File: src/rtl/load_store_unit_if.sv
// load_store_unit_if: CPU request/response handshake plus data RAM port
interface load_store_unit_if #(parameter int ADDR_WIDTH = 15);
    logic                  req_valid;
    logic                  req_ready;
    logic                  req_we;
    logic [2:0]            req_funct3;
    logic [31:0]           req_addr;
    logic [31:0]           req_wdata;
    logic                  resp_valid;
    logic [31:0]           resp_rdata;
    logic                  resp_err;
    logic [ADDR_WIDTH-1:0] d_addr;
    logic                  d_we;
    logic [3:0]            d_be;
    logic [31:0]           d_wdata;
    logic [31:0]           d_rdata;

    modport slave (
        input  req_valid, req_we, req_funct3, req_addr, req_wdata, d_rdata,
        output req_ready, resp_valid, resp_rdata, resp_err, d_addr, d_we, d_be, d_wdata
    );

    modport master (
        output req_valid, req_we, req_funct3, req_addr, req_wdata, d_rdata,
        input  req_ready, resp_valid, resp_rdata, resp_err, d_addr, d_we, d_be, d_wdata
    );
endinterface

File: src/rtl/load_store_unit.sv
// load_store_unit: RV32I byte/half/word load-store sequencer onto a one-cycle-latency word RAM
module load_store_unit #(parameter int ADDR_WIDTH = 15) (
    input logic              clk,
    input logic              reset,
    load_store_unit_if.slave bus
);
    typedef enum logic [1:0] {IDLE, MEM, WAIT, RESP} state_t;

    state_t      state, state_next;
    logic        we;
    logic [2:0]  funct3;
    logic [1:0]  off;
    logic        accept, err;
    logic [3:0]  be_calc;
    logic [31:0] wdata_calc;
    logic [7:0]  byte_val;
    logic [15:0] half_val;
    logic [31:0] load_data;

    assign bus.req_ready = state == IDLE;
    assign accept = bus.req_valid && state == IDLE;
    // misalignment is judged on the low address bits; illegal encodings differ for loads and stores
    assign err = (bus.req_we ? bus.req_funct3 > 3'd2
                             : bus.req_funct3 == 3'd3 || bus.req_funct3 == 3'd6 || bus.req_funct3 == 3'd7)
              || (bus.req_funct3[1:0] == 2'd1 && bus.req_addr[0])
              || (bus.req_funct3 == 3'd2 && bus.req_addr[1:0] != 2'd0);

    assign be_calc = bus.req_funct3[1:0] == 2'd0 ? 4'b0001 << bus.req_addr[1:0]
                   : bus.req_funct3[1:0] == 2'd1 ? (bus.req_addr[1] ? 4'b1100 : 4'b0011)
                   : 4'b1111;
    assign wdata_calc = bus.req_funct3[1:0] == 2'd0 ? {4{bus.req_wdata[7:0]}}
                      : bus.req_funct3[1:0] == 2'd1 ? {2{bus.req_wdata[15:0]}}
                      : bus.req_wdata;

    assign byte_val  = bus.d_rdata[{off, 3'b000} +: 8];
    assign half_val  = off[1] ? bus.d_rdata[31:16] : bus.d_rdata[15:0];
    assign load_data = funct3[1:0] == 2'd0 ? {{24{~funct3[2] & byte_val[7]}}, byte_val}
                     : funct3[1:0] == 2'd1 ? {{16{~funct3[2] & half_val[15]}}, half_val}
                     : bus.d_rdata;

    // state register
    always_ff @(posedge clk or posedge reset) begin
        if (reset) state <= IDLE;
        else       state <= state_next;
    end

    // errors skip the RAM entirely; loads need an extra cycle for read data to return
    always_comb begin
        state_next = state;
        case (state)
            IDLE:    state_next = accept ? (err ? RESP : MEM) : IDLE;
            MEM:     state_next = we ? RESP : WAIT;
            WAIT:    state_next = RESP;
            default: state_next = IDLE;
        endcase
    end

    // registered RAM and response outputs plus the request fields needed after accept
    always_ff @(posedge clk or posedge reset) begin
        if (reset) begin
            we              <= 1'b0;
            funct3          <= 3'd0;
            off             <= 2'd0;
            bus.d_addr      <= '0;
            bus.d_we        <= 1'b0;
            bus.d_be        <= 4'd0;
            bus.d_wdata     <= 32'd0;
            bus.resp_valid  <= 1'b0;
            bus.resp_err    <= 1'b0;
            bus.resp_rdata  <= 32'd0;
        end else begin
            if (accept) begin
                we     <= bus.req_we;
                funct3 <= bus.req_funct3;
                off    <= bus.req_addr[1:0];
            end
            if (accept && !err) bus.d_addr <= bus.req_addr[ADDR_WIDTH+1:2];
            if (accept && !err && bus.req_we) bus.d_wdata <= wdata_calc;
            bus.d_we       <= accept && !err && bus.req_we;
            bus.d_be       <= accept && !err && bus.req_we ? be_calc : 4'd0;
            bus.resp_valid <= state_next == RESP;
            bus.resp_err   <= accept && err;
            bus.resp_rdata <= state == WAIT ? load_data : 32'd0;
        end
    end
endmodule

File: src/flat_wrapper.sv
// flat-port wrapper written by rule: the top's interface ports become plain ports
module load_store_unit_flat 
#(parameter int ADDR_WIDTH = 15)
  (clk, reset, bus_req_valid, bus_req_we, bus_req_funct3, bus_req_addr, bus_req_wdata, bus_d_rdata, bus_req_ready, bus_resp_valid, bus_resp_rdata, bus_resp_err, bus_d_addr, bus_d_we, bus_d_be, bus_d_wdata);
  load_store_unit_if #(.ADDR_WIDTH(ADDR_WIDTH)) bus_i ();
  input logic clk;
  input logic reset;
  input wire logic [$bits(bus_i.req_valid)-1:0] bus_req_valid;
  input wire logic [$bits(bus_i.req_we)-1:0] bus_req_we;
  input wire logic [$bits(bus_i.req_funct3)-1:0] bus_req_funct3;
  input wire logic [$bits(bus_i.req_addr)-1:0] bus_req_addr;
  input wire logic [$bits(bus_i.req_wdata)-1:0] bus_req_wdata;
  input wire logic [$bits(bus_i.d_rdata)-1:0] bus_d_rdata;
  output wire logic [$bits(bus_i.req_ready)-1:0] bus_req_ready;
  output wire logic [$bits(bus_i.resp_valid)-1:0] bus_resp_valid;
  output wire logic [$bits(bus_i.resp_rdata)-1:0] bus_resp_rdata;
  output wire logic [$bits(bus_i.resp_err)-1:0] bus_resp_err;
  output wire logic [$bits(bus_i.d_addr)-1:0] bus_d_addr;
  output wire logic [$bits(bus_i.d_we)-1:0] bus_d_we;
  output wire logic [$bits(bus_i.d_be)-1:0] bus_d_be;
  output wire logic [$bits(bus_i.d_wdata)-1:0] bus_d_wdata;
  assign bus_i.req_valid = bus_req_valid;
  assign bus_i.req_we = bus_req_we;
  assign bus_i.req_funct3 = bus_req_funct3;
  assign bus_i.req_addr = bus_req_addr;
  assign bus_i.req_wdata = bus_req_wdata;
  assign bus_i.d_rdata = bus_d_rdata;
  assign bus_req_ready = bus_i.req_ready;
  assign bus_resp_valid = bus_i.resp_valid;
  assign bus_resp_rdata = bus_i.resp_rdata;
  assign bus_resp_err = bus_i.resp_err;
  assign bus_d_addr = bus_i.d_addr;
  assign bus_d_we = bus_i.d_we;
  assign bus_d_be = bus_i.d_be;
  assign bus_d_wdata = bus_i.d_wdata;
  load_store_unit #(.ADDR_WIDTH(ADDR_WIDTH)) u_core (.clk(clk), .reset(reset), .bus(bus_i));
endmodule
File: config.mk
export PLATFORM = sky130hd
export DESIGN_NAME = load_store_unit_flat
export DESIGN_NICKNAME = d
export VERILOG_FILES = /design/src/rtl/load_store_unit_if.sv /design/src/rtl/load_store_unit.sv /design/src/flat_wrapper.sv
export SDC_FILE = /design/constraint.sdc
export NUM_CORES = 1
export LEC_CHECK = 0
export CORE_AREA = 2 2 109 111
export CTS_BUF_LIST = sky130_fd_sc_hd__clkbuf_8
export DETAILED_ROUTE_END_ITERATION = 6
export DIE_AREA = 0 0 111 113
export PLACE_DENSITY = 0.82
export SLEW_MARGIN = 20
export SYNTH_ARGS = -nofsm -noshare
export SYNTH_HDL_FRONTEND = slang
export SYNTH_SLANG_ARGS = --single-unit
File: constraint.sdc
create_clock -name clk -period 2.6 [get_ports clk]
set_clock_uncertainty 0.05 [all_clocks]
set_input_delay 0.26 -clock clk [delete_from_list [all_inputs] [get_ports clk]]
set_output_delay 0.26 -clock clk [all_outputs]
set_load 0.01 [all_outputs]
==> impl_metrics.env <==
export IMPL_status="complete, no violations"
export IMPL_syn_inst=357
export IMPL_netSwitchingFraction_pct=33.6
export IMPL_synth_nets=464
export IMPL_slew_viol_final=0
export IMPL_grt_pass1_wl_mm=18.7
export IMPL_path_clk_slew_ns=0.09
export IMPL_gr_usage_all_layers_pct=18.9
export IMPL_finalSetupViolCount=0
export IMPL_synth_edf_count=0
export IMPL_fin_nets=638
export IMPL_row_count=39
export IMPL_ys_flop_type="dfrtp_1"
export IMPL_cellPowerDensity_mw_per_mm2=983
export IMPL_min_period_ns=2.12
export IMPL_cts_hold_buf=0
export IMPL_syn2layout_area_growth_pct=46.7
export IMPL_synth_largest_area_cell="dfrtp_1"
export IMPL_layout_drive_gt1_share_pct=14.6
export IMPL_synth_seq_cells=94
export IMPL_path_max_fanout=26
export IMPL_start_util_pct=39.7
export IMPL_globalplace_congestion=0.869
export IMPL_clk_latency_ns=0.36
export IMPL_ant_nets=0
export IMPL_cp_end_kind="register"
export IMPL_wl_per_cell_um=17.2
export IMPL_overflow=0
export IMPL_remaining_drc_errors=0
export IMPL_hold_violations=0
export IMPL_viasPerCell=5.19
export IMPL_yosysMostFrequentCell="dfrtp_1"
export IMPL_cts_root_buf="clkbuf_8"
export IMPL_grt_pass1_vias=3772
export IMPL_grt_antenna_before_repair=0
export IMPL_synth_area_leaders="dfrtp_1 (53%), mux2_1 (7.8%), mux2_2 (7.0%)"
export IMPL_cellLeakagePower_nw=2.85
export IMPL_combPwrFrac_pct=49.4
export IMPL_async_reset_ff_share_pct=100
export IMPL_timing_final_crit_share_pct=81.6
export IMPL_p_int_mw=4.29
export IMPL_worst_slew_pin_slew_ns=0.729
export IMPL_first_iter_violations=110
export IMPL_slew_limit_headroom_pct=51.3
export IMPL_critPathLaunchType="register"
export IMPL_clock_sinks=94
export IMPL_ys_top_cells_by_count="dfrtp_1 (94), inv_1 (31), mux2_1 (31)"
export IMPL_final_util_pct=58.3
export IMPL_p_sw_mw=2.17
export IMPL_fin_setup_tns_ns=0
export IMPL_rsz0062_at_grt="no"
export IMPL_ctsResizeCount=0
export IMPL_synth_area_mm2=0.00448
export IMPL_cts_path_max_buffers=2
export IMPL_hp_class="input port to async pin"
export IMPL_power_share_clock_pct=13.4
export IMPL_io_buffers=174
export IMPL_fp_dieH_um=113
export IMPL_routed_wl_mm=11.6
export IMPL_ir_drop_uv=534
export IMPL_avgSynthCellArea_um2=12.5
export IMPL_die_w_um=111
export IMPL_first_pass_iters=5
export IMPL_cts_setup_buffers=0
export IMPL_n_antenna_cell=0
export IMPL_num_vias=3516
export IMPL_required_ns=2.75
export IMPL_dieArea_mm2=0.0125
export IMPL_io_pins=190
export IMPL_cts_buffers=9
export IMPL_synth_warnings=0
export IMPL_pwr_share_seq_pct=37.2
export IMPL_yosysUniqueCellTypes=39
export IMPL_htree_num_levels=3
export IMPL_arrival_ns=2.27
export IMPL_synth_top_area_share_pct=52.6
export IMPL_critPathKind="register to register"
export IMPL_core_area_mm2=0.0113
export IMPL_yosysSeqAreaShare_pct=52.6
export IMPL_fill_cells=914
export IMPL_maxCapViolCount=0
export IMPL_grt_max_degree=58
export IMPL_max_freq_mhz=471
export IMPL_cts_tree="yes"
export IMPL_dp_hpwl_mm=8.66
-- kinds of logic (layout without fill, tap and decap cells) --
| group | Yosys count | count (layout) | synth area share, % |
|---|---|---|---|
| fa+ha+maj | 4 | 4 | 1.12 |
| simple gates | 49 | 49 | 5.68 |
| flops | 94 | 94 | 52.6 |
| buf+inv | 57 | 235 | 5.87 |
| xor+xnor | 1 | 1 | 0.196 |
| compound gates | 68 | 68 | 11.1 |
| mux | 84 | 84 | 23.5 |
-- placed cells by master (no fill, tap or decap), drive strengths merged, types with 2 or more instances in the layout --
| cell | synthesis | routed |
|---|---|---|
| a2111oi | 24 | 24 |
| a211oi | 8 | 8 |
| a21o | 3 | 3 |
| a21oi | 5 | 5 |
| buf | 11 | 14 |
| clkbuf | 14 | 11 |
| clkdlybuf4s50 | 0 | 174 |
| clkinv | 1 | 2 |
| dfrtp | 94 | 94 |
| ha | 4 | 4 |
| inv | 31 | 33 |
| mux2 | 69 | 69 |
| mux2i | 8 | 8 |
| mux4 | 7 | 7 |
| nand2 | 13 | 13 |
| nand2b | 4 | 4 |
| nor2 | 8 | 8 |
| nor2b | 8 | 8 |
| nor3 | 9 | 9 |
| o21ai | 16 | 16 |
| o22ai | 7 | 7 |
-- area by class of cell --
type | instances | area [um2] | area share (%)
flip-flops and latches | 94 | 2350 | 35.8
multi-input cells | 206 | 1870 | 28.5
repair buffers | 188 | 1870 | 28.5
well taps | 143 | 179 | 2.72
clock buffers | 11 | 151 | 2.31
inverters | 32 | 125 | 1.91
clock inverters | 4 | 16.3 | 0.248
-- sequential cells by signal (all words and copies together), names as in the netlist, 2 cells and up --
| name | cells |
|---|---|
| u_core.bus.d_addr | 15 |
| u_core.bus.d_be | 4 |
| u_core.bus.d_wdata | 32 |
| u_core.bus.resp_rdata | 32 |
| u_core.funct3 | 3 |
| u_core.off | 2 |
| u_core.state | 2 |
-- final timing paths --
kind	to	slack (ns)	depth (start not counted)	startpoint
min in group clk	u_core.bus.resp_rdata[7]	0.42	3	bus_d_rdata[7]
max reg2reg	u_core.bus.resp_rdata[9]	0.48	4	u_core.funct3[1]
max	u_core.bus.resp_rdata[9]	0.48	4	u_core.funct3[1]
max in group asynchronous	u_core.bus.resp_rdata[3]	1.49	3	reset
min reg2reg	u_core.bus.d_wdata[21]	0.45	1	u_core.bus.d_wdata[21]
min	u_core.bus.d_wdata[4]	0.30	2	reset
-- worst max-delay path, cell delays in order (launching register included) --
cell and delay (ns):
dfrtp_1 0.61, buf_4 0.33, nand2b_1 0.33, o22ai_1 0.14, a2111oi_0 0.50
-- routing by layer --
| layer | up-vias | global-route usage, % | share of wire [%] |
|---|---|---|---|
| met1 | 1710 | 22.2 | 41 |
| met2 | 144 | 31.7 | 48 |
| li1 | 1642 | - | - |
| met3 | 20 | 6.37 | 8.9 |
| met4 | 0 | 8.33 | 2.0 |
| met5 | - | 0 | 0 |
-- stage by stage --
stage                     std cells  total power, mW  hold slack [ns]  setup slack, ns  instance area [um2]
after CTS                       678             6.52            0.310            0.534                 6560
final                           678             6.46            0.305            0.478                 6570
after detailed placement        663             5.62            0.428            0.246                 6390
after global placement          663             5.52            0.416            0.274                 6390
after floorplan                 357             3.95            0.281            0.782                 4480
after global routing            678             6.87            0.351            0.308                 6570
-- power groups by stage --
| stage | Combinational [mW] | Clock (mW) | Sequential [mW] |
|---|---|---|---|
| floorplan | 1.31 | 0 | 2.64 |
| global placement | 3.13 | 0 | 2.39 |
| detailed placement | 3.20 | 0 | 2.42 |
| CTS | 3.21 | 0.905 | 2.40 |
| global route | 3.43 | 0.954 | 2.48 |
| finish | 3.19 | 0.864 | 2.40 |
No activity file was read; power rests on OpenSTA's default activity.
